--- config.mk ---
export PLATFORM = sky130hd
export DESIGN_NAME = booth_r4_seq_ctrl
export DESIGN_NICKNAME = d
export VERILOG_FILES = /design/src/rtl/booth_r4_seq_ctrl.sv
export SDC_FILE = /design/constraint.sdc
export NUM_CORES = 1
export LEC_CHECK = 0
export BUFFER_PORTS_ARGS = -buffer_cell sky130_fd_sc_hd__buf_4
export CORE_MARGIN = 2
export CORE_UTILIZATION = 45
export CTS_BUF_LIST = sky130_fd_sc_hd__clkbuf_2 sky130_fd_sc_hd__clkbuf_4 sky130_fd_sc_hd__clkbuf_8
export DETAILED_ROUTE_END_ITERATION = 10
export PLACE_DENSITY = 0.69
export SYNTH_ARGS = -nofsm -noshare
export SYNTH_HDL_FRONTEND = slang
export SYNTH_SLANG_ARGS = --single-unit
--- constraint.sdc ---
create_clock -name i_clk -period 1.9 [get_ports i_clk]
set_clock_uncertainty 0.15 [all_clocks]
set_input_delay 0.19 -clock i_clk [delete_from_list [all_inputs] [get_ports i_clk]]
set_output_delay 0.19 -clock i_clk [all_outputs]
set_load 0.1 [all_outputs]
--- src/rtl/booth_r4_seq_ctrl.sv ---
// Sequential radix-4 Booth multiplier controller driving one shared external W-bit adder.
// Optional macro BOOTH_ABORT_EN adds an i_abort input that cancels an operation in progress.
module booth_r4_seq_ctrl #(
  parameter int N = 8,
  parameter int W = N + 2
) (
  input  logic             i_clk,
  input  logic             i_rst,
  input  logic             i_start,
`ifdef BOOTH_ABORT_EN
  input  logic             i_abort,
`endif
  input  logic [N-1:0]     i_mcand,
  input  logic [N-1:0]     i_mplier,
  output logic             o_busy,
  output logic             o_done,
  output logic [2*N-1:0]   o_product,
  output logic [W-1:0]     o_addA,
  output logic [W-1:0]     o_addB,
  input  logic [W-1:0]     i_addSum,
  input  logic             i_addCarry
);

  localparam int CW = $clog2(N / 2);

  typedef enum logic [1:0] {S_IDLE, S_NEG, S_ITER, S_DONE} state_t;

  state_t          r_state;
  state_t          w_stateNext;
  logic [W-1:0]    r_mx;
  logic [W-1:0]    r_negM;
  logic [W-1:0]    r_acc;
  logic [N-1:0]    r_q;
  logic            r_qm1;
  logic [CW-1:0]   r_cnt;
  logic [2*N-1:0]  r_product;
  logic [W-1:0]    w_sel;
  logic            w_lastIter;
  logic            w_abort;
  logic            w_unused;

  // The carry-out of the shared adder carries no information for modulo-2^W accumulation.
  assign w_unused   = i_addCarry;
  assign w_lastIter = (r_state == S_ITER) && (r_cnt == CW'(N / 2 - 1));
  assign o_product  = r_product;

`ifdef BOOTH_ABORT_EN
  assign w_abort = i_abort && ((r_state == S_NEG) || (r_state == S_ITER));
`else
  assign w_abort = 1'b0;
`endif

  always_comb begin
    w_sel = '0;
    unique case ({r_q[1:0], r_qm1})
      3'b001, 3'b010: w_sel = r_mx;
      3'b011:         w_sel = r_mx << 1;
      3'b100:         w_sel = r_negM << 1;
      3'b101, 3'b110: w_sel = r_negM;
      default:        w_sel = '0;
    endcase
  end

  always_comb begin
    w_stateNext = r_state;
    o_addA      = '0;
    o_addB      = '0;
    o_busy      = 1'b0;
    o_done      = 1'b0;
    unique case (r_state)
      S_IDLE: if (i_start) w_stateNext = S_NEG;
      S_NEG: begin
        o_addA      = ~r_mx;
        o_addB      = W'(1);
        o_busy      = 1'b1;
        w_stateNext = S_ITER;
      end
      S_ITER: begin
        o_addA = r_acc;
        o_addB = w_sel;
        o_busy = 1'b1;
        if (w_lastIter) w_stateNext = S_DONE;
      end
      S_DONE: begin
        o_done      = 1'b1;
        w_stateNext = S_IDLE;
      end
      default: w_stateNext = S_IDLE;
    endcase
    if (w_abort) w_stateNext = S_IDLE;
  end

  always_ff @(posedge i_clk) begin
    if (i_rst) begin
      r_state   <= S_IDLE;
      r_mx      <= '0;
      r_negM    <= '0;
      r_acc     <= '0;
      r_q       <= '0;
      r_qm1     <= 1'b0;
      r_cnt     <= '0;
      r_product <= '0;
    end else begin
      r_state <= w_stateNext;
      unique case (r_state)
        S_IDLE: begin
          if (i_start) begin
            r_mx  <= {{(W-N){i_mcand[N-1]}}, i_mcand};
            r_q   <= i_mplier;
            r_qm1 <= 1'b0;
            r_acc <= '0;
            r_cnt <= '0;
          end
        end
        S_NEG: r_negM <= i_addSum;
        S_ITER: begin
          // Arithmetic shift of {sum, Q, q_m1} by one Booth digit
          r_acc <= {{2{i_addSum[W-1]}}, i_addSum[W-1:2]};
          r_q   <= {i_addSum[1:0], r_q[N-1:2]};
          r_qm1 <= r_q[1];
          r_cnt <= r_cnt + CW'(1);
          if (w_lastIter && !w_abort) r_product <= {i_addSum[N+1:0], r_q[N-1:2]};
        end
        default: ;
      endcase
    end
  end

endmodule

# ---- Word level (Yosys, flattened, before mapping)
# Cells that the tools add are included.
# Widths: inputs -> output; s select.
dict set report totals {
  reg_bits 57
  elab_cells 48
  output_inout_bits 38
}
dict set report op_classes {
  n_reduce_logical 10
  muxes 16
  n_bitwise 1
  addsub 1
  eq_ne 12
}
# op n
set op_table {}
lappend op_table {{$pmux 10 s2} 3}
lappend op_table {{$pmux 10 s4} 1}
lappend op_table {{$pmux 8 s2} 1}
lappend op_table {{$mux 10} 1}
lappend op_table {{$not 10->10} 1}
lappend op_table {{$eq 3x3->1 const B} 3}
lappend op_table {{$mux 8} 1}
lappend op_table {{$pmux 2 s4} 1}
lappend op_table {{$reduce_and 2->1} 4}
lappend op_table {{$eq 2x2->1 const B} 3}
lappend op_table {{$eq 3x2->1 const B} 2}
lappend op_table {{$mux 2} 3}
lappend op_table {{$reduce_or 2->1} 3}
lappend op_table {{$ne 2x2->1 const B} 2}
lappend op_table {{$pmux 2 s2} 1}
lappend op_table {{$eq 3x1->1 const B} 1}
lappend op_table {{$mux 1} 3}
lappend op_table {{$add 2x1->2 const B} 1}
lappend op_table {{$eq 2x1->1 const B} 1}
lappend op_table {{$logic_not 2->1} 1}
lappend op_table {{$pmux 1 s2} 1}
lappend op_table {{$reduce_bool 2->1} 1}
lappend op_table {{$logic_and 1x1->1} 1}

# ---- Depth between registers and ports, before layout
# Gate-level depths: netlist (run 1).
dict set report logic_depth {
  depth_word 4
  depth_mapped 8
}

# ---- Least setup slack after synthesis (run 1)
# OpenSTA, ideal clock, no wires.
dict set report synth_timing {
  kind {register to output}
  from {register r_state[0]}
  to {output o_addA[8]}
  path_stages_with_launch 6
  slack_ns -2.951
  t_required_ns 1.560
  arrival_ns 4.511
  path_cell_list {dfxtp_1 > inv_1 > ha_1 > clkbuf_1 > a21boi_0 > buf_4}
}
dict set report synth_between {
  elab_chain_cells 2
  word_cells_on_any_way 3
  classes_between {eq/ne (2); mux (1)}
}
# item line
set synth_rtl {}
lappend synth_rtl {{from (decl)} 28} ;# state_t r_state;
lappend synth_rtl {{from (signal assigned)} 104} ;# r_state <= w_stateNext;
lappend synth_rtl {{$eq 2x2->1 / $eq 2x1->1 (equally long branches)} 70} ;# unique case (r_state)
lappend synth_rtl {{$pmux 10 s2 (*)} 70}
lappend synth_rtl {{to (decl)} 18} ;# output logic [W-1:0] o_addA,
# Every way passes the cells marked *; elsewhere a longest branch is shown, timed or not.

# ---- Worst setup path in the final report (run 1)
dict set report layout_timing {
  from {register r_qm1}
  to {output o_addB[4]}
}
dict set report layout_between {
  elab_chain_cells 4
  word_cells_on_any_way 10
  classes_between {eq/ne (6); mux (2); reduce/logical (2)}
}
# item line
set layout_rtl {}
lappend layout_rtl {{from (decl)} 34} ;# logic r_qm1;
lappend layout_rtl {{from (signal assigned)} 120} ;# r_qm1 <= r_q[1];
lappend layout_rtl {{$eq 3x3->1 (tied with other cells)} 55} ;# unique case ({r_q[1:0], r_qm1})
lappend layout_rtl {{$reduce_or 2->1} 55}
lappend layout_rtl {{$pmux 10 s4 (*)} 55}
lappend layout_rtl {{$pmux 10 s2 (*)} 70}
lappend layout_rtl {{to (decl)} 19} ;# output logic [W-1:0] o_addB,
# Marked as above.

==> metrics.txt, run 1 <==
IO Pins=between 60 and 70; die width=~83 um; dominant cell by count in the synthesized netlist=nand2_1; TritonCTS clock tree=built; share of post-route cells with drive strength above 1=38.3%; Yosys reg bits=55; Finished Core Util=between 70% and 80%; post-place setup slack=-27.5 ps; part of the cycle the worst path needs=113%; Detailed Route WL=8.90 mm; fmax=between 400 and 500 MHz; Worst VDD drop=0.00167 V; final setup fails=20; clock-pin slew on the worst setup and hold paths=90 ps; HPWL after detailed placement=roughly 5.4 mm; WHS=between 4 and 5 ps; Mapped Nets=~370; I/O Buffers=66; final hold violations=0; DRT Pass-1 Iters=4; placed cells=between 400 and 500; RSZ-0062 raised after global routing=true; crit path DAT=between 1500 and 2000 ps; failing checks=negative setup slack; synth top area cells=dfxtp_1 39%, mux2i_1 9.9%, nand2_1 7.7%; Leak Pwr=1.69 nW; Residual DRC=0; drt wl/cell=17.5 um; Setup TNS=-2710 ps; Root Driver=clkbuf_8; pin count of the biggest net entering global routing=56; std cell rows=28; Crit-path slowest cell=mux4_2; Die ar.=6960 sq um; CP Cell Sequence=buf_12 -> nand2b_4 -> mux4_2 -> nor2_4 -> buf_12; post-synthesis sequential area ratio=38.8%; Post-DRT Antenna Nets=0; vias in the first global route=2730; Max Cap Violations=0; H-tree Lvls=2; grt total ovfl=0; fin. max-slew vios=0; GRT Total Usage=23.7%; initial antenna violation count=0; vias after detailed routing=2859; placed instance area=3650 sq um; Synth top area share=38.8%; Cell Pwr Density=roughly 1400 nW/um^2; maximum fanout along the worst path=9; Synth area leader=dfxtp_1; Core ar.=6030 sq um; Inserted Clock Buffers=5; min Tclk post-route=2140 ps; Area growth syn-to-layout=58.4%; clk_lat worst skew=300 ps; gpl congestion=around 0.77; Post-synth EDFFs=0; post-synthesis average cell area=8.45 sq um; Die Y=83.4 um; Iter 0 DRT Violations=between 150 and 200; Post-synth ARST share=0%; status=complete, but fails checks; Slew HR=between 60% and 70%; Worst Hold Class=input pin to flop; Finished Layout Cells=508; YS warnings=0; Starting Density=47.1%; synthesized instance count=336; Crit. End Element=output pin; WP data required=roughly 1600 ps; first-pass GRT wire length=around 14 mm; setup ws final=-238 ps; design area=4500 sq um; Crit Path Class=flop to output pin; Cell Area, Synth=roughly 2800 sq um; startpoint types=flop; Yosys cell types=34; Max Root-Sink Buffers=2; Commonest cells post-synth=58 x nand2_1, 55 x dfxtp_1, 32 x nor2_1; Critical Path Most Common Cell=buf_12; clk sinks=55; via-per-instance ratio=5.63; Least-Margin Pin Slew=581 ps; prevailing post-synth register cell=dfxtp_1; nets@finish=468; Pwr Total=6.12 mW; highest cell delay on the worst timing path=490 ps; Antenna Cells=0
## metal layers
| layer | global-route usage, % | wire, um |
|---|---|---|
| met1 | 30.7 | 3670 |
| met2 | 41.6 | 4660 |
| met3 | 2.98 | 441 |
| met5 | 0 | 0 |
| met4 | 6.60 | 130 |
## report_power, final
group,internal (mW),switching (mW)
clock,0.401,0.361
sequential,1.36,0.228
combinational,1.68,2.09
## logic make-up after synthesis
| logic type | count (synthesis) | share of synthesized area (%) |
|---|---|---|
| compound gates | 75 | 17.7 |
| buf+inv | 35 | 6.43 |
| flops | 55 | 38.8 |
| fa+ha+maj | 5 | 2.20 |
| xor+xnor | 1 | 0.308 |
| mux | 34 | 13.0 |
| simple gates | 131 | 21.5 |
## cell type report
class                           count  area [sq um]
Fill cell                         402          1530
Multi-Input combinational cell    246          1890
Clock inverter                      1          30.0
Timing Repair Buffer              122          1280
Sequential cell                    55          1110
Tap cell                           75          93.8
Clock buffer                        6          76.3
Inverter                            3          16.3
## worst max-delay path: cells and delay by family, from the launching register on
kind                   cells  cell delay, ps
buffers and inverters      2             330
and+or+nand+nor            2             280
DFF                        1             390
muxes                      1             490
## flip-flops by register name (all words and copies together) (netlist names)
name,cells
r_negM,10
r_qm1,1
r_mx,8
r_q,8
o_product,16
r_cnt,2
r_state,2
r_acc,8
## worst paths after layout
kind                     start      endpoint  slack [ps]  depth (start not counted)
hold reg to reg   o_product[0]  o_product[0]         310                          2
setup reg to reg    r_state[1]        r_q[1]         150                          6
setup / recovery         r_qm1     o_addB[4]        -240                          5
hold / removal     i_addSum[0]     r_negM[0]           5                          3
## repair_timing
action                                  in CTS  in global routing
pin swaps                                    6                 11
hold buffers                                12                  0
buffers inserted                            13                  2
cloned                                       1                  1
resized for setup                           84                 22
endpoints found under the setup margin      20                 21
endpoints found under the hold margin       15                  0
## cell usage in the layout, fill, tap and decap left out, types with 2 or more instances in the layout
cell type	count
and3b_1	3
dlygate4sd3_1	12
a311oi_4	2
buf_8	4
ha_1	2
mux2_2	4
nand2_1	57
nand3b_1	6
inv_4	2
mux2i_1	28
nor2_1	30
dfxtp_2	2
o211a_1	3
nand2b_4	10
a21oi_2	3
nand3_1	9
nand4b_1	4
a211oi_4	2
o21ai_0	2
a21oi_1	28
nand2b_1	3
dfxtp_1	51
buf_12	20
buf_6	11
a21o_1	4
nor2_4	2
dfxtp_4	2
a21boi_4	8
mux4_2	2
buf_4	73
a211oi_1	9
ha_4	3
a32oi_1	10
clkbuf_8	5
(Power assumes the default switching activity.)
==> run 2: changes to the inputs <==
--- a/config.mk
+++ b/config.mk
@@ -11,6 +11,7 @@
 export CTS_BUF_LIST = sky130_fd_sc_hd__clkbuf_2 sky130_fd_sc_hd__clkbuf_4 sky130_fd_sc_hd__clkbuf_8
 export DETAILED_ROUTE_END_ITERATION = 10
 export PLACE_DENSITY = 0.69
+export RECOVER_POWER = 100
 export SYNTH_ARGS = -nofsm -noshare
 export SYNTH_HDL_FRONTEND = slang
 export SYNTH_SLANG_ARGS = --single-unit
==> run 2 against run 1 <==
  * The flow still finishes with violations (negative setup slack)
  * Hold slack got worse by 0.64 ps
  * Count of clock-buffer cells in the layout is the same
  * Clock power hardly changed
  * Wire length is 0.55% lower
  * Non-clock buffer count did not move
  * First-iteration DRC count increased by 3.2%
  * Die area unchanged
  * Combinational power is 2% lower
  * Global-route usage unchanged
  * Cell count unchanged
  * Design area shrank 1.6%
  * Utilization decreased by 1.2 points
  * Largest power group unchanged
==> metrics.txt, run 2 (synthesis gave the netlist of run 1 again) <==
Area growth syn-to-layout=55.9%; WP data required=1560 ps (about the same); Core ar.=6030 sq um (unchanged); failing checks=negative setup slack; GRT Total Usage=23.7% (unchanged); fmax=467 MHz (-0.10%); gpl congestion=0.766 (unchanged); Residual DRC=0 (unchanged); Post-DRT Antenna Nets=0 (unchanged); post-place setup slack=-27.5 ps (unchanged); Inserted Clock Buffers=5 (unchanged); Leak Pwr=1.67 nW (-1.4%); Pwr Total=6.06 mW (-1.1%); Root Driver=clkbuf_8; Slew HR=60.0% (-1.2 points); Crit Path Class=flop to output pin; Die ar.=6960 sq um (unchanged); min Tclk post-route=2140 ps (+2.23 ps); share of post-route cells with drive strength above 1=38.1% (-0.23 points); I/O Buffers=66 (unchanged); Crit. End Element=output pin; H-tree Lvls=2 (unchanged); Critical Path Most Common Cell=buf_12; HPWL after detailed placement=5.40 mm (unchanged); filler cell count=421 (+4.7%); Worst VDD drop=0.00165 V (-1.3%); clk_lat worst skew=300 ps (about the same); startpoint of the worst hold path=i_addSum[0]; crit path DAT=1800 ps (about the same); worst r2r src=r_state[1]; placed instance area=3650 sq um (unchanged); Worst Hold Class=input pin to flop; IO Pins=68 (unchanged); area of the multi-input gates=1890 sq um (unchanged); CP Cell Sequence=buf_12 -> nand2b_4 -> mux4_2 -> nor2_4 -> buf_12; std cell rows=28 (unchanged); die width=83.4 um (unchanged); first-pass GRT wire length=13.5 mm (unchanged); status=complete, but fails checks; maximum fanout along the worst path=9 (unchanged); Worst R2R Path Depth=7 (+1); grt total ovfl=0 (unchanged); most frequent cells in the layout=57 x nand2_1, 52 x buf_4, 51 x dfxtp_1; design area=4430 sq um (-1.6%); via-per-instance ratio=5.69 (+1.2%); Worst Hold Path EP=r_negM[0]; vias after detailed routing=2892 (+1.2%); setup ws final=-241 ps (-2.23 ps); commonest non-fill, non-tap cell in the layout=nand2_1; Iter 0 DRT Violations=196 (+3.2%); pin count of the biggest net entering global routing=56 (unchanged); nets@finish=468 (unchanged); Cell Pwr Density=1370 nW/um^2 (+0.56%); r2r endpoint=r_acc[4]; Detailed Route WL=8.85 mm (-0.55%); fin. max-slew vios=0 (unchanged); Min-Delay Path Depth=3 (unchanged); clk sinks=55 (unchanged); final hold violations=0 (unchanged); Setup TNS=-3440 ps (-730 ps); max reg flops=16 (unchanged); FF-to-FF setup slack=-20 ps (-170 ps); FF/Latch Area=1110 sq um (unchanged); drt wl/cell=17.4 um (-0.55%); Least-Margin Pin Slew=600 ps (+18.7 ps); startpoint types=flop; clock-pin slew on the worst setup and hold paths=90 ps (about the same); RSZ-0062 raised after global routing=true; Starting Density=47.1% (unchanged); Max Cap Violations=0 (unchanged); placed cells=473 (unchanged); vias in the first global route=2730 (unchanged); final setup fails=23 (+15%); part of the cycle the worst path needs=113% (+0.12 points); Crit-path slowest cell=mux4_2; Die Y=83.4 um (unchanged); initial antenna violation count=0 (unchanged); DRT Pass-1 Iters=4 (unchanged); Antenna Cells=0 (unchanged); Max Root-Sink Buffers=2 (unchanged); Finished Layout Cells=508 (unchanged); TritonCTS clock tree=built; highest cell delay on the worst timing path=490 ps (about the same)
## run 2: metrics by stage
step / util (%) / hold WS, ps
6_report: 73.5 / 4.25
3_3_place_gp: 60.5 / 295
5_1_grt: 73.5 / 12.8
3_5_place_dp: 60.5 / 298
4_1_cts: 72.3 / 0.255
2_1_floorplan: - / 176
## run 2: cell type report
| class | count | share of cell area [%] |
|---|---|---|
| sequential | 55 | 25.1 |
| inverter | 3 | 0.311 |
| timing repair buffer | 122 | 27.4 |
| clock buffer | 6 | 1.72 |
| tap | 75 | 2.12 |
| multi-input combinational | 246 | 42.7 |
| clock inverter | 1 | 0.678 |
## run 2: report_power, final
| group | switching (mW) | total [mW] | internal, mW |
|---|---|---|---|
| Combinational | 2.09 | 3.71 | 1.62 |
| Sequential | 0.227 | 1.59 | 1.36 |
| Clock | 0.359 | 0.761 | 0.401 |
## run 2: worst max path at each step
stage,start,endpoint,slack (ps),cells after the start
floorplan,r_state[0],o_addB[5],-560,4
CTS,r_qm1,o_addB[6],-250,5
finish,r_qm1,o_addB[4],-240,5
global placement,r_qm1,o_addB[1],-40,6
detailed placement,r_qm1,o_addB[6],-30,5
global route,r_qm1,o_addB[1],-310,6
## run 2: timing repair
action | CTS | global route
gates resized for setup | 84 | 22
cloned | 1 | 1
setup endpoints to repair | 20 | 21
hold endpoints to repair | 15 | 0
hold buffers | 12 | 0
pin swaps | 6 | 11
setup buffers | 13 | 2
## run 2: metal layers
metal | share of wire [%] | global-route usage [%]
met1 | 42 | 30.7
met5 | 0 | 0
met3 | 3.9 | 2.98
met2 | 52 | 41.6
met4 | 1.8 | 6.60
## run 2: worst max-delay path: cells and delay by family, from the launching register on
| family | cells | cell delay [ps] |
|---|---|---|
| multiplexers | 1 | 490 |
| flip-flops | 1 | 390 |
| buffers and inverters | 2 | 330 |
| AND/OR/NAND/NOR | 2 | 280 |
==> run 3: changes to the inputs <==
--- a/config.mk
+++ b/config.mk
@@ -5,13 +5,14 @@
 export SDC_FILE = /design/constraint.sdc
 export NUM_CORES = 1
 export LEC_CHECK = 0
-export BUFFER_PORTS_ARGS = -buffer_cell sky130_fd_sc_hd__buf_4
+export BUFFER_PORTS_ARGS = -buffer_cell sky130_fd_sc_hd__buf_2
 export CORE_MARGIN = 2
 export CORE_UTILIZATION = 45
 export CTS_BUF_LIST = sky130_fd_sc_hd__clkbuf_2 sky130_fd_sc_hd__clkbuf_4 sky130_fd_sc_hd__clkbuf_8
 export DETAILED_ROUTE_END_ITERATION = 10
 export PLACE_DENSITY = 0.69
 export RECOVER_POWER = 100
+export SETUP_SLACK_MARGIN = 0.3
 export SYNTH_ARGS = -nofsm -noshare
 export SYNTH_HDL_FRONTEND = slang
 export SYNTH_SLANG_ARGS = --single-unit
==> run 3 against run 2 <==
  * The run still ends with negative setup slack left
  * Non-clock buffer count rose by 17
  * First-iteration DRC count shrank 10%
  * Register-to-register slack better by 40 ps
  * Clock power down 9.7%
  * Sequential power up 6%
  * Via count rose by 14%
  * Die area did not move
  * Hold slack better by 18 ps
  * Count of clock-buffer cells in the layout down 1
  * Critical endpoint is now o_addB[5]
  * Largest power group unchanged
==> metrics.txt, run 3 (synthesis gave the netlist of run 1 again) <==
nets@finish=486 (+3.8%); placed cells=467 (-1.3%); clk sinks=55 (unchanged); TritonCTS clock tree=built; commonest non-fill, non-tap cell in the layout=dfxtp_1; Die Y=83.4 um (unchanged); CP top delay family=buffers and inverters; Least-Margin Pin Slew=560 ps (-39.3 ps); std cell rows=28 (unchanged); die width=83.4 um (unchanged); maximum fanout along the worst path=8 (-1); Residual DRC=0 (unchanged); share of post-route cells with drive strength above 1=55.3% (+17 points); Critical Path Most Common Cell=buf_12; failing checks=negative setup slack; HPWL after detailed placement=5.33 mm (-1.3%); Antenna Cells=0 (unchanged); status=complete, but fails checks; fin. max-slew vios=0 (unchanged); drt wl/cell=22.5 um (+29%); max reg flops=16 (unchanged); Cell Pwr Density=1380 nW/um^2 (+0.93%); Worst Hold Class=input pin to flop; final hold violations=0 (unchanged); Crit Path Class=flop to output pin; Inserted Clock Buffers=5 (unchanged); logic gate share of total power=66.8% (+5.6 points); Crit. End Element=output pin; Core ar.=6030 sq um (unchanged); Clock Power Share=9.6% (-3.0 points); Slew HR=62.8% (+2.8 points); Max Cap Violations=0 (unchanged); setup ws final=-290 ps (-49.7 ps); Area growth syn-to-layout=81.8%; min Tclk post-route=2190 ps (+49.7 ps); Pwr Total=7.13 mW (+18%); Crit-path slowest cell=dfxtp_4; most frequent cells in the layout=50 x dfxtp_1, 34 x nand2_1, 32 x buf_12; via-per-instance ratio=6.25 (+9.8%); Iter 0 DRT Violations=176 (-10%); Root Driver=clkbuf_8; final setup fails=21 (-8.7%); I/O Buffers=66 (unchanged); switching share of power=46.2% (+2.1 points); worst path buffer plus inverter count=3 (+1); clock-pin slew on the worst setup and hold paths=110 ps (+20 ps); Worst VDD drop=0.00123 V (-25%); Leak Pwr=2.01 nW (+21%); Starting Density=47.1% (unchanged); GRT Total Usage=28.4% (+4.6 points); Detailed Route WL=11.9 mm (+34%); vias after detailed routing=3295 (+14%); grt total ovfl=0 (unchanged); Post-DRT Antenna Nets=0 (unchanged); net switching power=3.30 mW (+23%); highest cell delay on the worst timing path=390 ps (-100 ps); part of the cycle the worst path needs=115% (+2.6 points); Die ar.=6960 sq um (unchanged); RSZ-0062 raised after global routing=true; pin count of the biggest net entering global routing=56 (unchanged); IO Pins=68 (unchanged); CP Cell Sequence=inv_4 -> ha_4 -> nand4_4 -> buf_12 -> a311oi_4 -> buf_12; H-tree Lvls=2 (unchanged); WP data required=1560 ps (about the same); filler cell count=265 (-37%); vias in the first global route=3149 (+15%); fmax=457 MHz (-2.3%); initial antenna violation count=0 (unchanged); crit path DAT=1850 ps (+50 ps); Seq pwr share=23.6% (-2.6 points); gpl congestion=0.800 (+4.5%); startpoint types=flop; design internal power=3.83 mW (+13%); Finished Layout Cells=527 (+3.7%); Max Root-Sink Buffers=2 (unchanged); first-pass GRT wire length=15.9 mm (+18%); clk_lat worst skew=320 ps (+20 ps); DRT Pass-1 Iters=5 (+1)
run 3: changes by cell type in the layout (fill, tap and decap cells not counted), moves of 17 or more:
cell and delta:
nand2_1 -23, a21oi_2 +19, a21oi_1 -19, buf_4 -31, nand2_4 +17, buf_2 +25
run 3: cell type report:
class                   instances  area [sq um]  share of cell area, %
multi-input cells             247          2310                   44.7
well taps                      75          93.8                   1.82
clock buffers                   5          68.8                   1.33
clock inverters                 3          22.5                  0.436
inverters                       3          16.3                  0.315
flip-flops and latches         55          1120                   21.7
repair buffers                139          1530                   29.7
run 3: stage by stage:
| step | hold slack, ps | setup TNS (ps) | util (%) | setup slack (ps) | instance area [sq um] |
|---|---|---|---|---|---|
| after global placement | 292 | 0 | 62.7 | 6.16 | 3780 |
| final | 22.3 | -4910 | 85.7 | -290 | 5160 |
| after detailed placement | 294 | -117 | 62.7 | -59.0 | 3780 |
| after floorplan | 176 | -9570 | - | -555 | 2990 |
| after global routing | 21.0 | -5530 | 85.7 | -333 | 5160 |
| after CTS | 5.45 | -2520 | 77.8 | -244 | 4690 |
run 3: timing repair:
action,CTS,global route
endpoints found under the setup margin,59,61
gates cloned,6,0
pin swaps,12,43
setup buffers,15,14
hold buffers,17,0
hold endpoints to repair,19,0
gates resized for setup,93,91
run 3: metal layers:
metal  track usage (%)  up-vias  part of all wire (%)
met5                 0        -                     0
met4              14.8        0                   4.7
met3              4.57       55                   6.6
met2              49.0      188                    52
met1              33.7     1639                    37
li1                  -     1413                     -
run 3: worst register-to-register path: stages (launching register included):
cell      delay, ps
dfxtp_4         370
buf_6           120
ha_4            180
buf_6           120
buf_8           120
buf_6           130
mux2_4          360
a211oi_2        230
run 3: final timing paths:
check | start | cells past startpoint | end | slack [ps]
setup / recovery | r_state[0] | 6 | o_addB[5] | -290
hold / removal | i_addSum[3] | 3 | o_product[9] | 20
setup reg to reg | r_state[1] | 7 | r_q[1] | 20
hold reg to reg | o_product[2] | 2 | o_product[2] | 330
run 3: power groups by stage:
stage | Sequential, mW | Clock, mW | Combinational, mW
2_1_floorplan | 1.50 | 0 | 2.17
3_3_place_gp | 1.57 | 0 | 3.00
3_5_place_dp | 1.57 | 0 | 3.06
4_1_cts | 1.59 | 0.687 | 4.10
5_1_grt | 1.69 | 0.726 | 4.90
6_report | 1.68 | 0.687 | 4.76
